File: config.mk
export PLATFORM = sky130hd
export DESIGN_NAME = div_seq_flat
export DESIGN_NICKNAME = d
export VERILOG_FILES = /design/src/rtl/div_seq_if.sv /design/src/rtl/div_seq.sv /design/src/flat_wrapper.sv
export SDC_FILE = /design/constraint.sdc
export NUM_CORES = 1
export LEC_CHECK = 0
export ABC_AREA = 1
export BUFFER_PORTS_ARGS = -buffer_cell sky130_fd_sc_hd__buf_2
export CORE_UTILIZATION = 56
export CTS_CLUSTER_DIAMETER = 60
export DETAILED_ROUTE_END_ITERATION = 6
export GPL_ROUTABILITY_DRIVEN = 0
export PLACE_DENSITY = 0.81
export SYNTH_ARGS = -nofsm -noshare
export SYNTH_HDL_FRONTEND = slang
export SYNTH_SLANG_ARGS = --single-unit
export TNS_END_PERCENT = 100
File: constraint.sdc
create_clock -name clk -period 4.15 [get_ports clk]
set_input_delay 0.2075 -clock clk [delete_from_list [all_inputs] [get_ports clk]]
set_output_delay 0.2075 -clock clk [all_outputs]
set_load 0.1 [all_outputs]
File: src/rtl/div_seq_if.sv
// Request/response bundle for the sequential divider: operands and start in,
// status flags and results out.
interface div_seq_if #(
  parameter int unsigned N = 24
);
  logic           start;
  logic [2*N-1:0] z;
  logic [N-1:0]   d;
  logic           busy;
  logic           done;
  logic [N-1:0]   q;
  logic [N-1:0]   r;
  logic           sticky;
  logic           dz;
  logic           ovf;

  modport master (
    output start, z, d,
    input  busy, done, q, r, sticky, dz, ovf
  );

  modport slave (
    input  start, z, d,
    output busy, done, q, r, sticky, dz, ovf
  );
endinterface

File: src/rtl/div_seq.sv
// Radix-2 restoring divider: 2N-bit dividend by N-bit divisor, one quotient bit
// per cycle, with divide-by-zero and quotient-overflow early exits.
module div_seq #(
  parameter int unsigned N = 24
) (
  input  logic     clk,
  input  logic     rst,
  div_seq_if.slave bus
);
  localparam int unsigned CW = $clog2(N + 1);

  typedef enum logic [1:0] {StIdle, StRun, StDone} state_e;

  state_e        state_q, state_d;
  logic [CW-1:0] cnt_q, cnt_d;
  logic [N-1:0]  d_q, d_d;
  logic [N-1:0]  rem_q, rem_d;
  logic [N-1:0]  quo_q, quo_d;
  logic          dz_q, dz_d;
  logic          ovf_q, ovf_d;

  logic          accept;
  logic [N:0]    partial;
  logic          ge;

  always_comb begin
    state_d = state_q;
    cnt_d   = cnt_q;
    d_d     = d_q;
    rem_d   = rem_q;
    quo_d   = quo_q;
    dz_d    = dz_q;
    ovf_d   = ovf_q;

    accept  = bus.start && (state_q != StRun);
    // quo_q doubles as the shift register for the low dividend bits
    partial = {rem_q, quo_q[N-1]};
    ge      = (partial >= {1'b0, d_q});

    unique case (state_q)
      StRun: begin
        // result is < d, so the low N bits of the modular difference are exact
        rem_d = partial[N-1:0] - (ge ? d_q : '0);
        quo_d = {quo_q[N-2:0], ge};
        cnt_d = cnt_q + 1'b1;
        if (cnt_q == CW'(N - 1)) begin
          state_d = StDone;
        end
      end
      StDone:  state_d = StIdle;
      default: ;
    endcase

    if (accept) begin
      d_d   = bus.d;
      dz_d  = 1'b0;
      ovf_d = 1'b0;
      cnt_d = '0;
      if (bus.d == '0) begin
        dz_d    = 1'b1;
        quo_d   = '1;
        rem_d   = '0;
        state_d = StDone;
      end else if (bus.z[2*N-1:N] >= bus.d) begin
        ovf_d   = 1'b1;
        quo_d   = '1;
        rem_d   = '0;
        state_d = StDone;
      end else begin
        rem_d   = bus.z[2*N-1:N];
        quo_d   = bus.z[N-1:0];
        state_d = StRun;
      end
    end
  end

  always_ff @(posedge clk or posedge rst) begin
    if (rst) begin
      state_q <= StIdle;
      cnt_q   <= '0;
      d_q     <= '0;
      rem_q   <= '0;
      quo_q   <= '0;
      dz_q    <= 1'b0;
      ovf_q   <= 1'b0;
    end else begin
      state_q <= state_d;
      cnt_q   <= cnt_d;
      d_q     <= d_d;
      rem_q   <= rem_d;
      quo_q   <= quo_d;
      dz_q    <= dz_d;
      ovf_q   <= ovf_d;
    end
  end

  assign bus.busy   = (state_q == StRun);
  assign bus.done   = (state_q == StDone);
  assign bus.q      = quo_q;
  assign bus.r      = rem_q;
  assign bus.sticky = |rem_q;
  assign bus.dz     = dz_q;
  assign bus.ovf    = ovf_q;
endmodule

File: src/flat_wrapper.sv
// flat-port wrapper written by rule: the top's interface ports become plain ports
module div_seq_flat 
#(
  parameter int unsigned N = 24
)
  (clk, rst, bus_start, bus_z, bus_d, bus_busy, bus_done, bus_q, bus_r, bus_sticky, bus_dz, bus_ovf);
  div_seq_if #(.N(N)) bus_i ();
  input  logic clk;
  input  logic rst;
  input wire logic [$bits(bus_i.start)-1:0] bus_start;
  input wire logic [$bits(bus_i.z)-1:0] bus_z;
  input wire logic [$bits(bus_i.d)-1:0] bus_d;
  output wire logic [$bits(bus_i.busy)-1:0] bus_busy;
  output wire logic [$bits(bus_i.done)-1:0] bus_done;
  output wire logic [$bits(bus_i.q)-1:0] bus_q;
  output wire logic [$bits(bus_i.r)-1:0] bus_r;
  output wire logic [$bits(bus_i.sticky)-1:0] bus_sticky;
  output wire logic [$bits(bus_i.dz)-1:0] bus_dz;
  output wire logic [$bits(bus_i.ovf)-1:0] bus_ovf;
  assign bus_i.start = bus_start;
  assign bus_i.z = bus_z;
  assign bus_i.d = bus_d;
  assign bus_busy = bus_i.busy;
  assign bus_done = bus_i.done;
  assign bus_q = bus_i.q;
  assign bus_r = bus_i.r;
  assign bus_sticky = bus_i.sticky;
  assign bus_dz = bus_i.dz;
  assign bus_ovf = bus_i.ovf;
  div_seq #(.N(N)) u_core (.clk(clk), .rst(rst), .bus(bus_i));
endmodule
* Word level (Yosys, flattened, before mapping)
Index checks and enable logic that the tools add are counted.
Storage, ports and cells: flip-flop bits (word level) 81, input port bits 75, output and inout bits 53
Cells by class: add/subtract/negate cells 2, $lt $le $gt $ge 2, equality and inequality tests 5, mux-type cells 19, reduce and logical (&&, ||, !) cells 6
Operator list (count):
- $mux W24 | 9
- $ge A25 B24 Y1 | 1
- $ge A24 B24 Y1 | 1
- $logic_not A24 Y1 | 1
- $reduce_or A24 Y1 | 1
- $sub A24 B24 Y24 | 1
- $mux W5 | 2
- $mux W2 | 4
- $add A5 B1 Y5 const B | 1
- $eq A5 B5 Y1 const B | 1
- $pmux W2 S2 | 1
- $mux W1 | 3
- $ne A3 B1 Y1 const B | 1
- $reduce_bool A3 Y1 | 1
- $eq A2 B1 Y1 const B | 1
- $eq A2 B2 Y1 const B | 1
- $ne A2 B1 Y1 const B | 1
- $reduce_and A2 Y1 | 1
- $reduce_bool A2 Y1 | 1
- $logic_and A1 B1 Y1 | 1

* Logic depth before layout (Yosys ltp)
word-level depth 5, mapped depth 28, mapped depth without buffers 28

* Worst setup path after synthesis
No wires, ideal clock.
path kind register to register, start register u_core.quo_q[23], in the netlist u_core.bus.q[23], end register u_core.rem_q[10], in the netlist u_core.bus.r[10], arrival 3.432 ns, required time 4.011 ns, slack 0.579 ns, cell stages (with the launch flop) 23, path through dfrtp_1 > inv_1 > ha_1 > inv_1 > nor2_1 > nand2_1 > nor2_1 > nand2_1 > nor2_1 > nor2_1 > nand3_2 > buf_2 > nand2_1 > fa_1 > nand2_1 > o21ai_2 > inv_1 > o21bai_2 > nand2_1 > nand2_1 > or2_2 > nand3_1 > a31oi_1
Between the ends: word-level cells in the longest chain between the ends 5
RTL lines:
- start, declared | RTL line div_seq.sv:18 | logic [N-1:0] quo_q, quo_d;
- start signal, assigned | RTL line div_seq.sv:91 | quo_q <= quo_d;
- $ge A25 B24 Y1 | RTL line div_seq.sv:38 | ge = (partial >= {1'b0, d_q});
- $mux W24 | RTL line div_seq.sv:43 | rem_d = partial[N-1:0] - (ge ? d_q : '0);
- $sub A24 B24 Y24 (*) | RTL line div_seq.sv:43
- $mux W24 (*) | RTL line div_seq.sv:40 | unique case (state_q)
- $mux W24 (*) | RTL line div_seq.sv:54 | if (accept) begin
- end signal, assigned | RTL line div_seq.sv:90 | rem_q <= rem_d;
- end, declared | RTL line div_seq.sv:17 | logic [N-1:0] rem_q, rem_d;
Every way passes the cells marked *; elsewhere a longest branch is shown, timed or not. The select of a mux whose other input is x is not followed. A chain may end at the register's enable or synchronous reset.

* Worst setup path after layout
start register u_core.rem_q[15], in the netlist u_core.bus.r[15], end register u_core.rem_q[22], in the netlist u_core.bus.r[22]
Between the ends: word-level cells in the longest chain between the ends 5
RTL lines (RTL line):
- $ge A25 B24 Y1 | div_seq.sv:38
- $mux W24 | div_seq.sv:43
- $sub A24 B24 Y24 (*) | div_seq.sv:43
- $mux W24 (*) | div_seq.sv:40
- $mux W24 (*) | div_seq.sv:54
Marked as above.

==> qor.yml <==
syn_inst: 888
fin_skew_ns: 0.008758
postRouteAntennaNets: 0
clock_sinks: 81
core_region_area_mm2: 0.01094
cpPeakStageDelay_ns: 0.46
start_util: 0.5775
arrival_ns: 3.96
drv_cap: 0
post-cts-setup-buffers: 0
holdWs_ns: -0.02360
synth_top_area_cell: "dfrtp_1"
via_per_inst: 5.677
synthArstFlopShare: 1.000
synth_top_area_frac: 0.3210
hold_viol: 43
synth-edff-count: 0
cp_slowest_cell: "dfrtp_1"
worstHoldPathType: "in -> async"
routedWlPerCell_um: 15.56
nNetsFinal: 1156
critPathKind: "reg -> reg"
cts_resized: 0
finalSetupTns_ns: 0
fp-row-count: 38
ys_top_cells_by_area: "dfrtp_1, nand2_1, ha_1"
clk_pin_slew_ns: 0.07
numCtsBuffers: 9
fp.dieArea_mm2: 0.01171
post-route-period-util: 0.8969
slew_headroom: 0.4844
synth_area_mm2: 0.006315
dp_slack_ns: 0.5132
clock_path_buffers: 2
clk_latency_ns: 0.35
routed_wl_mm: 17.94
drv_slew: 0
synth.most_common_cell: "nand2_1"
post-dp-hpwl_mm: 13.63
cts_tree: "yes"
critPathTopFamily: "simple AND/OR/NAND/NOR gates"
fmaxAchievable_mhz: 268.7
drt_iter0_drc: 514
gr-total-overflow: 0
crit_buf_inv: 1
multiInputGateArea_mm2: 0.003736
die_h_um: 108.2
period_needed_ns: 3.722
worst_pin_slew_ns: 0.7724
synth_ff_type: "dfrtp_1"
chipWidth_um: 108.2
drc: 0
cp_max_fo: 15
setup_violations: 0
dr_total_vias: 6546
ys_ff_latch: 81
clock-root-buffer: "clkbuf_16"
ctsHoldBuffers: 0
drive_gt1_frac: 0.1816
outcome: "complete, but fails checks"
synthTopCellsByCount: "nand2_1, inv_1, dfrtp_1"
grt_pass1_wl_mm: 29.66
crit_top_cell: "nand2_1"
ys_types: 37
n_antenna_cell: 0
cp.required_ns: 4.39
dr.pass1.iters: 5
grt_start_max_net_pins: 65
yosysWarnings: 0
end_kind: "flop"
ff_latch_area_mm2: 0.002027
synth_nets: 1036
nFillCells: 995
crit_chain: "ha_1 > nand2_1 > nor2_1 > nand4_1 > nor2_1 > nand2_1 > nand3_2 > buf_4 > nand2_1 > ha_1 > nand2_1 > nor3_1 > nor3b_1 > o21ai_0 > nand3_1 > nand2_1 > nand2_1 > o21ai_1 > nand2_1 > nand2_1"
cts_max_level: 3
grt_pass1_vias: 6165
areaGrowthSynthToFinish_pct: 16.98
track_usage: 0.3304
io_buffer_count: 127
ys_seq_area_frac: 0.3210
io_pins: 128
cp-start-kind: "flop"
rsz0062_at_grt: "no"
worst_slack_ns: 0.4277
synth_area_per_cell_um2: 7.111
antenna_found_initial: 0
violations: "hold timing"
==> cell families after synthesis <==
| logic type | count (synthesis) | synth area share |
|---|---|---|
| simple gates | 400 | 0.2750 |
| compound gates | 197 | 0.1692 |
| buf+inv | 137 | 0.08896 |
| flops | 81 | 0.3210 |
| fa+ha+maj | 73 | 0.1458 |
==> stage by stage <==
stage,util,instance area (um^2),std cells
final,0.6755,7387,1153
after global routing,0.6755,7387,1153
after CTS,0.6755,7387,1153
after detailed placement,0.6454,7058,1137
after global placement,0.6454,7058,1137
after floorplan,-,6315,888
==> placed cells by master, fill, tap and decap left out, drive strengths merged <==
cell type and n:
o22ai 25, nor4 7, ha 72, nor3b 1, nor3 4, clkbuf 10, nand4 18, clkinvlp 1
fa 1, or2 3, nor2 77, a21oi 61, a31oi 14, dfrtp 81, inv 110, clkinv 3
nand2 252, o21bai 5, nand3b 6, a21o 1, nand3 32, o21a 3, buf 136, a22o 1
o21ai 87, bufinv 2
==> area by class of cell <==
| type | count | share of cell area |
|---|---|---|
| Multi-Input combinational cell | 670 | 0.5058 |
| Sequential cell | 81 | 0.2744 |
| Timing Repair Buffer | 136 | 0.09519 |
| Inverter | 110 | 0.05640 |
| Clock buffer | 10 | 0.03235 |
| Tap cell | 140 | 0.02371 |
| Clock inverter | 6 | 0.01220 |
==> state kept, by name, summed over array words and instances, names as in the netlist <==
register,cells
u_core.bus.dz,1
u_core.bus.ovf,1
u_core.bus.q,24
u_core.bus.r,24
u_core.cnt_q,5
u_core.d_q,24
u_core.state_q,2
==> layer usage <==
layer	up-vias	GRT usage	part of all wire
met1	3001	0.4490	0.43
met4	0	0.1370	0.031
met3	38	0.04521	0.088
met5	-	0	0
met2	293	0.5291	0.45
li1	3214	-	-
==> worst register-to-register path, stage by stage, from the launching register on <==
cell	delay, ns
dfrtp_1	0.46
ha_1	0.35
nand2_1	0.09
nor2_1	0.12
nand4_1	0.10
nor2_1	0.12
nand2_1	0.07
nand3_2	0.30
buf_4	0.29
nand2_1	0.09
ha_1	0.36
nand2_1	0.11
nor3_1	0.23
nor3b_1	0.30
o21ai_0	0.14
nand3_1	0.18
nand2_1	0.07
nand2_1	0.06
o21ai_1	0.06
nand2_1	0.06
nand2_1	0.05
==> worst paths after layout <==
| kind | cells past startpoint | to | from | slack [ns] |
|---|---|---|---|---|
| worst min-delay path | 2 | u_core.bus.q[19] | rst | -0.02 |
| min in group clk | 3 | u_core.bus.r[2] | bus_z[26] | 0.12 |
| worst min register to register | 2 | u_core.bus.ovf | u_core.bus.ovf | 0.50 |
| max in group asynchronous | 3 | u_core.bus.r[0] | rst | 3.21 |
| worst max-delay path | 20 | u_core.bus.r[22] | u_core.bus.r[15] | 0.43 |
| worst max register to register | 20 | u_core.bus.r[22] | u_core.bus.r[15] | 0.43 |
Power is not shown: default switching activity piles up to over one toggle a cycle in this logic, so the estimate is an artifact.
